--- src/rtl/i2c_pkg.sv ---
// i2c_pkg: shared types for the I2C command arbiter.
//   state_e : arbiter FSM states (IDLE -> ISSUE -> WAIT -> RESP)
//   cmd_t   : one register-write command (7-bit device, 16-bit address, 8-bit data)
//   DEV_ID  : default device ID for this board's I2C target
package i2c_pkg;

  typedef enum logic [1:0] {
    ST_IDLE,
    ST_ISSUE,
    ST_WAIT,
    ST_RESP
  } state_e;

  typedef struct packed {
    logic [6:0]  dev;
    logic [15:0] addr;
    logic [7:0]  data;
  } cmd_t;

  localparam logic [6:0] DEV_ID = 7'h35;

endpackage

--- src/rtl/i2c_cmd_arbiter_rr.sv ---
// rr_arbiter: combinational round-robin selector.
// Ports:
//   req   [NREQ-1:0] in  : pending requests
//   ptr   [IW-1:0]   in  : index of the last granted requester
//   grant [NREQ-1:0] out : one-hot grant (all zero when no request)
//   index [IW-1:0]   out : binary index of the granted requester
module rr_arbiter #(
  parameter int NREQ = 3,
  parameter int IW   = (NREQ > 1) ? $clog2(NREQ) : 1
) (
  input  logic [NREQ-1:0] req,
  input  logic [IW-1:0]   ptr,
  output logic [NREQ-1:0] grant,
  output logic [IW-1:0]   index
);

  // Scan from ptr+1 around to ptr itself; the first pending request wins.
  always_comb begin
    logic          found;
    logic [IW-1:0] cand;
    grant = '0;
    index = '0;
    found = 1'b0;
    cand  = '0;
    for (int k = 1; k <= NREQ; k++) begin
      cand = IW'((int'(ptr) + k) % NREQ);
      if (!found && req[cand]) begin
        found       = 1'b1;
        grant[cand] = 1'b1;
        index       = cand;
      end
    end
  end

endmodule

--- src/rtl/i2c_cmd_arbiter.sv ---
// i2c_cmd_arbiter: shares one I2C register-write engine among NREQ requesters.
// Ports:
//   clk, reset                    : clock, synchronous active-high reset
//   req_valid/req_ready [NREQ]    : per-requester request handshake
//   req_dev/req_addr/req_data     : packed per-requester command fields
//   rsp_valid/rsp_err [NREQ]      : one-cycle completion pulse and error flag
//   eng_valid/eng_ready           : command handshake to the write engine
//   eng_dev/eng_addr/eng_data     : registered command fields to the engine
//   eng_done/eng_nak              : engine completion pulse and NAK flag
//   eng_abort                     : one-cycle pulse forcing the engine idle
//   busy                          : high whenever a transaction is in flight
module i2c_cmd_arbiter
  import i2c_pkg::*;
#(
  parameter int NREQ    = 3,
  parameter int TIMEOUT = 65535
) (
  input  logic              clk,
  input  logic              reset,
  input  logic [NREQ-1:0]   req_valid,
  output logic [NREQ-1:0]   req_ready,
  input  logic [7*NREQ-1:0] req_dev,
  input  logic [16*NREQ-1:0] req_addr,
  input  logic [8*NREQ-1:0] req_data,
  output logic [NREQ-1:0]   rsp_valid,
  output logic [NREQ-1:0]   rsp_err,
  output logic              eng_valid,
  input  logic              eng_ready,
  output logic [6:0]        eng_dev,
  output logic [15:0]       eng_addr,
  output logic [7:0]        eng_data,
  input  logic              eng_done,
  input  logic              eng_nak,
  output logic              eng_abort,
  output logic              busy
);

  localparam int IW = (NREQ > 1) ? $clog2(NREQ) : 1;
  localparam int CW = $clog2(TIMEOUT + 1);

  state_e          state_q, state_d;
  logic [IW-1:0]   ptr_q, ptr_d;
  logic [IW-1:0]   gnt_q, gnt_d;
  cmd_t            cmd_q, cmd_d;
  logic            err_q, err_d;
  logic [CW-1:0]   cnt_q, cnt_d;

  logic [NREQ-1:0] arb_grant;
  logic [IW-1:0]   arb_index;

  rr_arbiter #(.NREQ(NREQ), .IW(IW)) u_rr (
    .req   (req_valid),
    .ptr   (ptr_q),
    .grant (arb_grant),
    .index (arb_index)
  );

  always_comb begin
    state_d   = state_q;
    ptr_d     = ptr_q;
    gnt_d     = gnt_q;
    cmd_d     = cmd_q;
    err_d     = err_q;
    cnt_d     = cnt_q;
    req_ready = '0;
    rsp_valid = '0;
    rsp_err   = '0;
    eng_valid = 1'b0;
    eng_abort = 1'b0;

    unique case (state_q)
      ST_IDLE: begin
        if (|req_valid) begin
          req_ready     = arb_grant;
          ptr_d         = arb_index;
          gnt_d         = arb_index;
          cmd_d.dev     = req_dev[int'(arb_index)*7 +: 7];
          cmd_d.addr    = req_addr[int'(arb_index)*16 +: 16];
          cmd_d.data    = req_data[int'(arb_index)*8 +: 8];
          state_d       = ST_ISSUE;
        end
      end
      ST_ISSUE: begin
        eng_valid = 1'b1;
        if (eng_ready) begin
          cnt_d   = '0;
          state_d = ST_WAIT;
        end
      end
      ST_WAIT: begin
        // A completion in the same cycle as the timeout wins over the abort.
        if (eng_done) begin
          err_d   = eng_nak;
          state_d = ST_RESP;
        end else if (cnt_q == CW'(TIMEOUT)) begin
          eng_abort = 1'b1;
          err_d     = 1'b1;
          state_d   = ST_RESP;
        end else begin
          cnt_d = cnt_q + 1'b1;
        end
      end
      ST_RESP: begin
        rsp_valid[gnt_q] = 1'b1;
        rsp_err[gnt_q]   = err_q;
        state_d          = ST_IDLE;
      end
      default: state_d = ST_IDLE;
    endcase

    // Keep every handshake quiet while reset is held so a reset mid-transaction
    // never leaks a response, abort or grant.
    if (reset) begin
      req_ready = '0;
      rsp_valid = '0;
      rsp_err   = '0;
      eng_valid = 1'b0;
      eng_abort = 1'b0;
    end
  end

  always_ff @(posedge clk) begin
    if (reset) begin
      state_q <= ST_IDLE;
      ptr_q   <= IW'(NREQ - 1);
      gnt_q   <= '0;
      cmd_q   <= '0;
      err_q   <= 1'b0;
      cnt_q   <= '0;
    end else begin
      state_q <= state_d;
      ptr_q   <= ptr_d;
      gnt_q   <= gnt_d;
      cmd_q   <= cmd_d;
      err_q   <= err_d;
      cnt_q   <= cnt_d;
    end
  end

  assign eng_dev  = cmd_q.dev;
  assign eng_addr = cmd_q.addr;
  assign eng_data = cmd_q.data;
  assign busy     = (state_q != ST_IDLE) && !reset;

endmodule

--- config.mk ---
export PLATFORM = sky130hd
export DESIGN_NAME = i2c_cmd_arbiter
export DESIGN_NICKNAME = d
export VERILOG_FILES = /design/src/rtl/i2c_pkg.sv /design/src/rtl/i2c_cmd_arbiter_rr.sv /design/src/rtl/i2c_cmd_arbiter.sv
export SDC_FILE = /design/constraint.sdc
export NUM_CORES = 1
export LEC_CHECK = 0
export ABC_AREA = 1
export CORE_UTILIZATION = 49
export DETAILED_ROUTE_END_ITERATION = 10
export GPL_TIMING_DRIVEN = 1
export HOLD_SLACK_MARGIN = 0.02
export PLACE_DENSITY = 0.94
export SYNTH_ARGS = -nofsm -noshare
export SYNTH_HDL_FRONTEND = slang
export SYNTH_SLANG_ARGS = --single-unit
--- constraint.sdc ---
create_clock -name clk -period 4.8 [get_ports clk]
set_input_delay 0.48 -clock clk [delete_from_list [all_inputs] [get_ports clk]]
set_output_delay 0.48 -clock clk [all_outputs]
set_load 0.05 [all_outputs]
==> results of run 1 <==
[kinds of logic (layout without fill, tap and decap cells)]
family          Yosys count  after routing
flops                    53             53
xor+xnor                 10             10
buf+inv                 125            243
fa+ha+maj                 9              9
simple gates            300            300
compound gates           99             99
[power by group]
part | switching [W] | internal, W | total [W]
combinational | 0.00202 | 0.000893 | 0.00292
clock | 0.000149 | 0.000170 | 0.000320
sequential | 0.0000822 | 0.000574 | 0.000656
[state kept, by name, indices dropped and copies added (netlist names)]
name	flops
err_q	1
cnt_q	16
gnt_q	1
eng_addr	16
ptr_q	2
eng_data	8
state_q	2
eng_dev	7
[layout by cell type (no fill, tap or decap)]
master and n:
a21oi_2 29, xor2_1 7, xnor2_1 3, nand3b_1 32, nor3_1 9, clkbuf_8 6
clkdlybuf4s50_1 143, nor4_1 4, ha_1 9, nand2_4 2, a211oi_1 1, nand3_1 83
o21bai_1 1, a21oi_1 23, nor3b_1 1, a31oi_4 1, nand3_2 4, buf_4 3
nand2_2 3, nand2_1 128, o31ai_1 1, o21ai_0 39, dfxtp_1 53, and3_1 1
o21ai_1 1, clkbuf_1 1, nand4_2 2, inv_1 56, o211ai_1 1, nand4_1 2
inv_2 33, bufinv_16 1, o21ai_2 2, nor2_1 29
[worst max-delay path by stage]
stage / end / startpoint
6_report: req_ready[1] / ptr_q[1]
3_3_place_gp: req_ready[1] / req_valid[2]
3_5_place_dp: eng_dev[4] / req_valid[1]
4_1_cts: req_ready[1] / ptr_q[1]
5_1_grt: req_ready[1] / ptr_q[1]
2_1_floorplan: req_ready[1] / ptr_q[1]
[worst max-delay path: cells and delay by family, from the launching register on]
kind / cells / cell delay [ps]
AOI/OAI and AO/OA: 1 / 290
adders and majority gates: 1 / 490
DFF: 1 / 360
buffers and inverters: 4 / 1280
and+or+nand+nor: 6 / 470
[final cells by class]
class | count | share of cell area (%)
clock buffer | 7 | 1.605
clock inverter | 1 | 0.5583
inverter | 89 | 6.211
multi-input combinational | 418 | 42.50
sequential | 53 | 19.73
tap | 102 | 2.373
timing repair buffer | 146 | 27.03
[metrics by stage]
step / instance area (µm²) / power, W / utilization, %
floorplan: 3869 / 0.002994 / -
global placement: 5263 / 0.003438 / 68.46
detailed placement: 5263 / 0.003548 / 68.46
CTS: 5379 / 0.003869 / 69.97
global route: 5379 / 0.004173 / 69.97
finish: 5379 / 0.003891 / 69.97
[per-layer routing]
metal | global-route usage (%) | vias to the layer above | wire, µm
met5 | 0 | - | 0
met4 | 14.55 | 0 | 335
met3 | 7.239 | 32 | 921
met2 | 49.56 | 215 | 5917
met1 | 29.48 | 2068 | 4503
li1 | - | 2156 | -
==> flow_metrics.tcl, run 1 <==
set metrics [dict create \
    ys_warn_count 0 \
    grt_pass1_vias 4254 \
    grt_setup_unrepaired "false" \
    reg2reg_to "eng_dev[4]" \
    vias 4471 \
    std_cell_rows 32 \
    cpMostUsedCell "nand2_1" \
    start_util_pct 50.33 \
    ys_types 35 \
    synth-edff-count 0 \
    drv_slew 0 \
    drv_cap 0 \
    p_leak_nw 2.281 \
    syn_area_per_cell_um2 6.491 \
    fp.dieW_um 90.86 \
    fin_skew_ps 7.621 \
    synth_top_cell_by_area "dfxtp_1" \
    synth_seq_cells 53 \
    hold_slack_ps 505.9 \
    cpPeakStageDelay_ps 850 \
    final-hold-violation-count 0 \
    clk_latency_ps 310 \
    crit_path_top_delay_cell "clkdlybuf4s50_1" \
    num_antenna_cells 0 \
    synth_top_area_share_pct 27.43 \
    clockRootBuffer "clkbuf_8" \
    synth_compound_area_share_pct 16.11 \
    synthTopCellsByCount "nand2_1, nand3_1, inv_1" \
    multi_input_area_mm2 0.002286 \
    io_buffers 143 \
    yosys-top-cells-area "dfxtp_1, nand2_1, nand3_1" \
    ff_latch_area_mm2 0.001061 \
    hpwl_um 8382 \
    layout_setup_ws_ps 1093 \
    tightest_slew_ps 995.7 \
    hold_buffers 0 \
    grt_util_all_layers_pct 27.61 \
    drc 0 \
    synth_top_family_by_area "simple AND/OR/NAND/NOR gates" \
    wl_um 11680 \
    grt_pass1_wl_um 18610 \
    synth_xor_area_share_pct 2.264 \
    die_y_um 90.86 \
    placedCellCount 808 \
    synthMuxAreaShare_pct 0 \
    fill_cells 595 \
    reg2reg_slack_ps 1370 \
    initialDrtViolationCount 240 \
    numCtsBuffers 5 \
    holdPathStages 2 \
    fin_cells 816 \
    drt-vias-per-instance 5.479 \
    nNetsFinal 823 \
    crit_path_end_kind "output port" \
    setup_violations 0 \
    slew_headroom_pct 33.46 \
    min_path_type "reg2reg" \
    cts_resized 0 \
    reg2reg_from "ptr_q[1]" \
    synth_nets 706 \
    synthSimpleGateAreaFrac_pct 37.42 \
    ys.flop_type "dfxtp_1" \
    crit_chain "inv_1, ha_1, inv_2, nand2_1, nand3_2, nand2_4, nand2_1, nand2_1, nand2_2, buf_4, a211oi_1, clkdlybuf4s50_1" \
    synthCells 596 \
    ys_seq_area_share_pct 27.43 \
    final.min_clock_period_ps 3707 \
    htreeDepth 2 \
    antenna_found_initial 0 \
    synth_fa_ha_area_share_pct 2.911 \
    period_share_pct 77.22 \
    post_cts_buffers 0 \
    synthArstFlopShare_pct 0 \
    crit_required_ps 4320 \
    p_per_area_mw_per_mm2 723.5 \
    min_from "cnt_q[15]" \
    firstDrtPassIters 6 \
    ir_drop_mv 0.4979 \
    gp_congestion 1.001 \
    clk_pin_slew_ps 100 \
    io_pins 144 \
    whs_endpoint "cnt_q[15]" \
    grt_max_degree 65 \
    cts_tree "yes" \
    criticalPathCategory "reg2out" \
    clk_path_buf_depth 2 \
    outcome "finished, final reports clean" \
    synth.cell_area_mm2 0.003869 \
    dieArea_mm2 0.008255 \
    path_max_fanout 33 \
    wl_per_cell_um 14.31 \
    coreArea_mm2 0.007687 \
    start_kind "register" \
    dpl_worst_slack_ps 1278 \
    cts.sink_count 53 \
    synth.most_common_cell "nand2_1" \
    worstPathArrival_ps 3230 \
    r2r_cells 11 \
    drtAntennaViolNets 0 \
    grt_overflow 0 \
    drive_gt1_share_pct 12.04 \
    timing.setup.tns_ps 0 \
    fmax_mhz 269.8 \
    syn_to_final_growth_pct 39.04 \
]
Note: power is estimated with default switching activity, not from simulation.
==> run 2: changes to the inputs <==
CORE_UTILIZATION = 41   (was 49)
PLACE_DENSITY = 0.85   (was 0.94)
clock period = 3.4 ns   (was 4.8 ns; I/O delays follow)
==> run 2 against run 1 <==
Compared with the run above: clock power rose by 38%; die area rose by 19%; via count fell by 4.5%; sequential cell count did not move; clock skew rose by 0.96 ps; sequential power rose by 41%; global-route usage fell by 4.4 points; total power rose by 41%; largest power group unchanged.
==> flow_metrics.tcl, run 2 (synthesized netlist as in run 1, its figures left out) <==
set metrics [dict create \
    intPower_w 0.002328 \
    cts.sink_count 53 \
    min_path_type "reg2reg" \
    grt_busiest_layer "met2" \
    seqPwrFrac_pct 16.8 \
    grt_pass1_vias 4063 \
    slew_headroom_pct 55.43 \
    numCtsBuffers 5 \
    p_leak_nw 2.364 \
    final_common_cell "clkdlybuf4s50_1" \
    p_switching_w 0.003167 \
    layout_common_cells "clkdlybuf4s50_1, nand2_1, nand3_1, inv_1, dfxtp_1" \
    post_dp_cell_area_mm2 0.005374 \
    fp.dieW_um 99.14 \
    p_per_area_mw_per_mm2 1001 \
    hold_buffers 0 \
    grt_max_degree 65 \
    start_kind "register" \
    outcome "finished, final reports clean" \
    tightest_slew_ps 666.1 \
    syn_to_final_growth_pct 41.91 \
    grt_use_met1_pct 26.62 \
    p_sw_share_pct 57.63 \
    power.share.clock_pct 8.1 \
    fin_skew_ps 8.585 \
    criticalPathCategory "reg2out" \
    worstPathArrival_ps 2690 \
    htreeDepth 2 \
    grt_pass1_wl_um 18550 \
    nNetsFinal 827 \
    wl_per_cell_um 13.68 \
    cts_tree "yes" \
    clk_latency_ps 310 \
    fin_area_mm2 0.005490 \
    clk_pin_slew_ps 100 \
    hpwl_um 8326 \
    clk_path_buf_depth 2 \
    initialDrtViolationCount 252 \
    grt_util_all_layers_pct 23.22 \
    vias 4269 \
    use_met2_pct 43.36 \
    ir_drop_mv 0.4884 \
    die_y_um 99.14 \
    drc 0 \
    antenna_found_initial 0 \
    gp_congestion 0.8765 \
    drive_gt1_share_pct 13.51 \
    dieArea_mm2 0.009829 \
    crit_path_end_kind "output port" \
    start_util_pct 42.07 \
    num_antenna_cells 0 \
    crit_required_ps 3060 \
    grt_overflow 0 \
    wl_um 11340 \
    io_buffers 143 \
    drv_cap 0 \
    path_max_fanout 5 \
    reg2reg_slack_ps 850 \
    clockRootBuffer "clkbuf_8" \
    timing.setup.tns_ps 0 \
    std_cell_rows 35 \
    combPwrFrac_pct 75.2 \
    post_cts_buffers 0 \
    drtAntennaViolNets 0 \
    drt-vias-per-instance 5.150 \
    grt_setup_unrepaired "false" \
    setup_violations 0 \
    coreArea_mm2 0.009196 \
    final-hold-violation-count 0 \
    fmax_mhz 330.0 \
    fill_cells 823 \
    drv_slew 0 \
    final.min_clock_period_ps 3030 \
    met3_usage_pct 5.622 \
    io_pins 144 \
    firstDrtPassIters 5 \
    period_share_pct 89.13 \
]
[run 2: cell types whose count changed in the layout (fill, tap and decap cells not counted)]
| cell | change |
|---|---|
| buf_12 | +7 |
| buf_4 | +4 |
| clkbuf_8 | -1 |
| clkdlybuf4s50_1 | -9 |
| clkinv_4 | +1 |
| dlymetal6s2s_1 | +2 |
[run 2: worst paths after layout]
kind                 start            to  cells past startpoint
setup reg to reg  ptr_q[1]  eng_addr[12]                     13
setup / recovery  cnt_q[0]     eng_abort                      6
hold reg to reg   cnt_q[2]      cnt_q[2]                      2
hold / removal    cnt_q[2]      cnt_q[2]                      2
[run 2: area by class of cell]
cell class	count	area (µm²)	area share, %
Clock inverter	2	38.79	0.7065
Clock buffer	6	72.57	1.322
Inverter	89	334.1	6.085
Sequential cell	53	1061	19.33
Tap cell	111	138.9	2.530
Multi-Input combinational cell	418	2286	41.64
Timing Repair Buffer	150	1559	28.40
[run 2: critical path, stage by stage (launching register included)]
cell	delay [ps]
dfxtp_1	410
ha_1	200
nand2_1	70
nor3_1	400
nand3_1	170
nor4_1	270
clkdlybuf4s50_1	870
[run 2: layer usage]
layer	share of wire (%)	vias up	wire length, µm
met1	41	1934	4632
met4	1.7	0	192
li1	-	2167	-
met2	51	153	5733
met5	0	-	0
met3	6.9	15	780
[run 2: timing repair]
action                                  4_1_cts  5_1_grt
hold endpoints to repair                      0        0
endpoints found under the setup margin        0        2
resized for setup                             0        2
[run 2: power by group through the flow]
stage / Sequential (W) / Combinational (W) / Clock [W]
after floorplan: 0.00140 / 0.00283 / 0
after global placement: 0.000923 / 0.00404 / 0
after detailed placement: 0.000934 / 0.00413 / 0
after CTS: 0.000923 / 0.00415 / 0.000453
after global routing: 0.000945 / 0.00452 / 0.000479
final: 0.000923 / 0.00413 / 0.000443
[run 2: through the flow]
stage          power [W]  hold slack (ps)  cells  setup slack, ps  utilization, %
3_3_place_gp    0.004965            478.0    821            413.8           58.44
6_report        0.005496            502.6    829            369.6           59.70
2_1_floorplan   0.004227            457.5    596            366.5               -
4_1_cts         0.005521            504.4    829            48.25           59.65
5_1_grt         0.005943            532.4    829            228.5           59.70
3_5_place_dp    0.005067            486.8    821            382.2           58.44
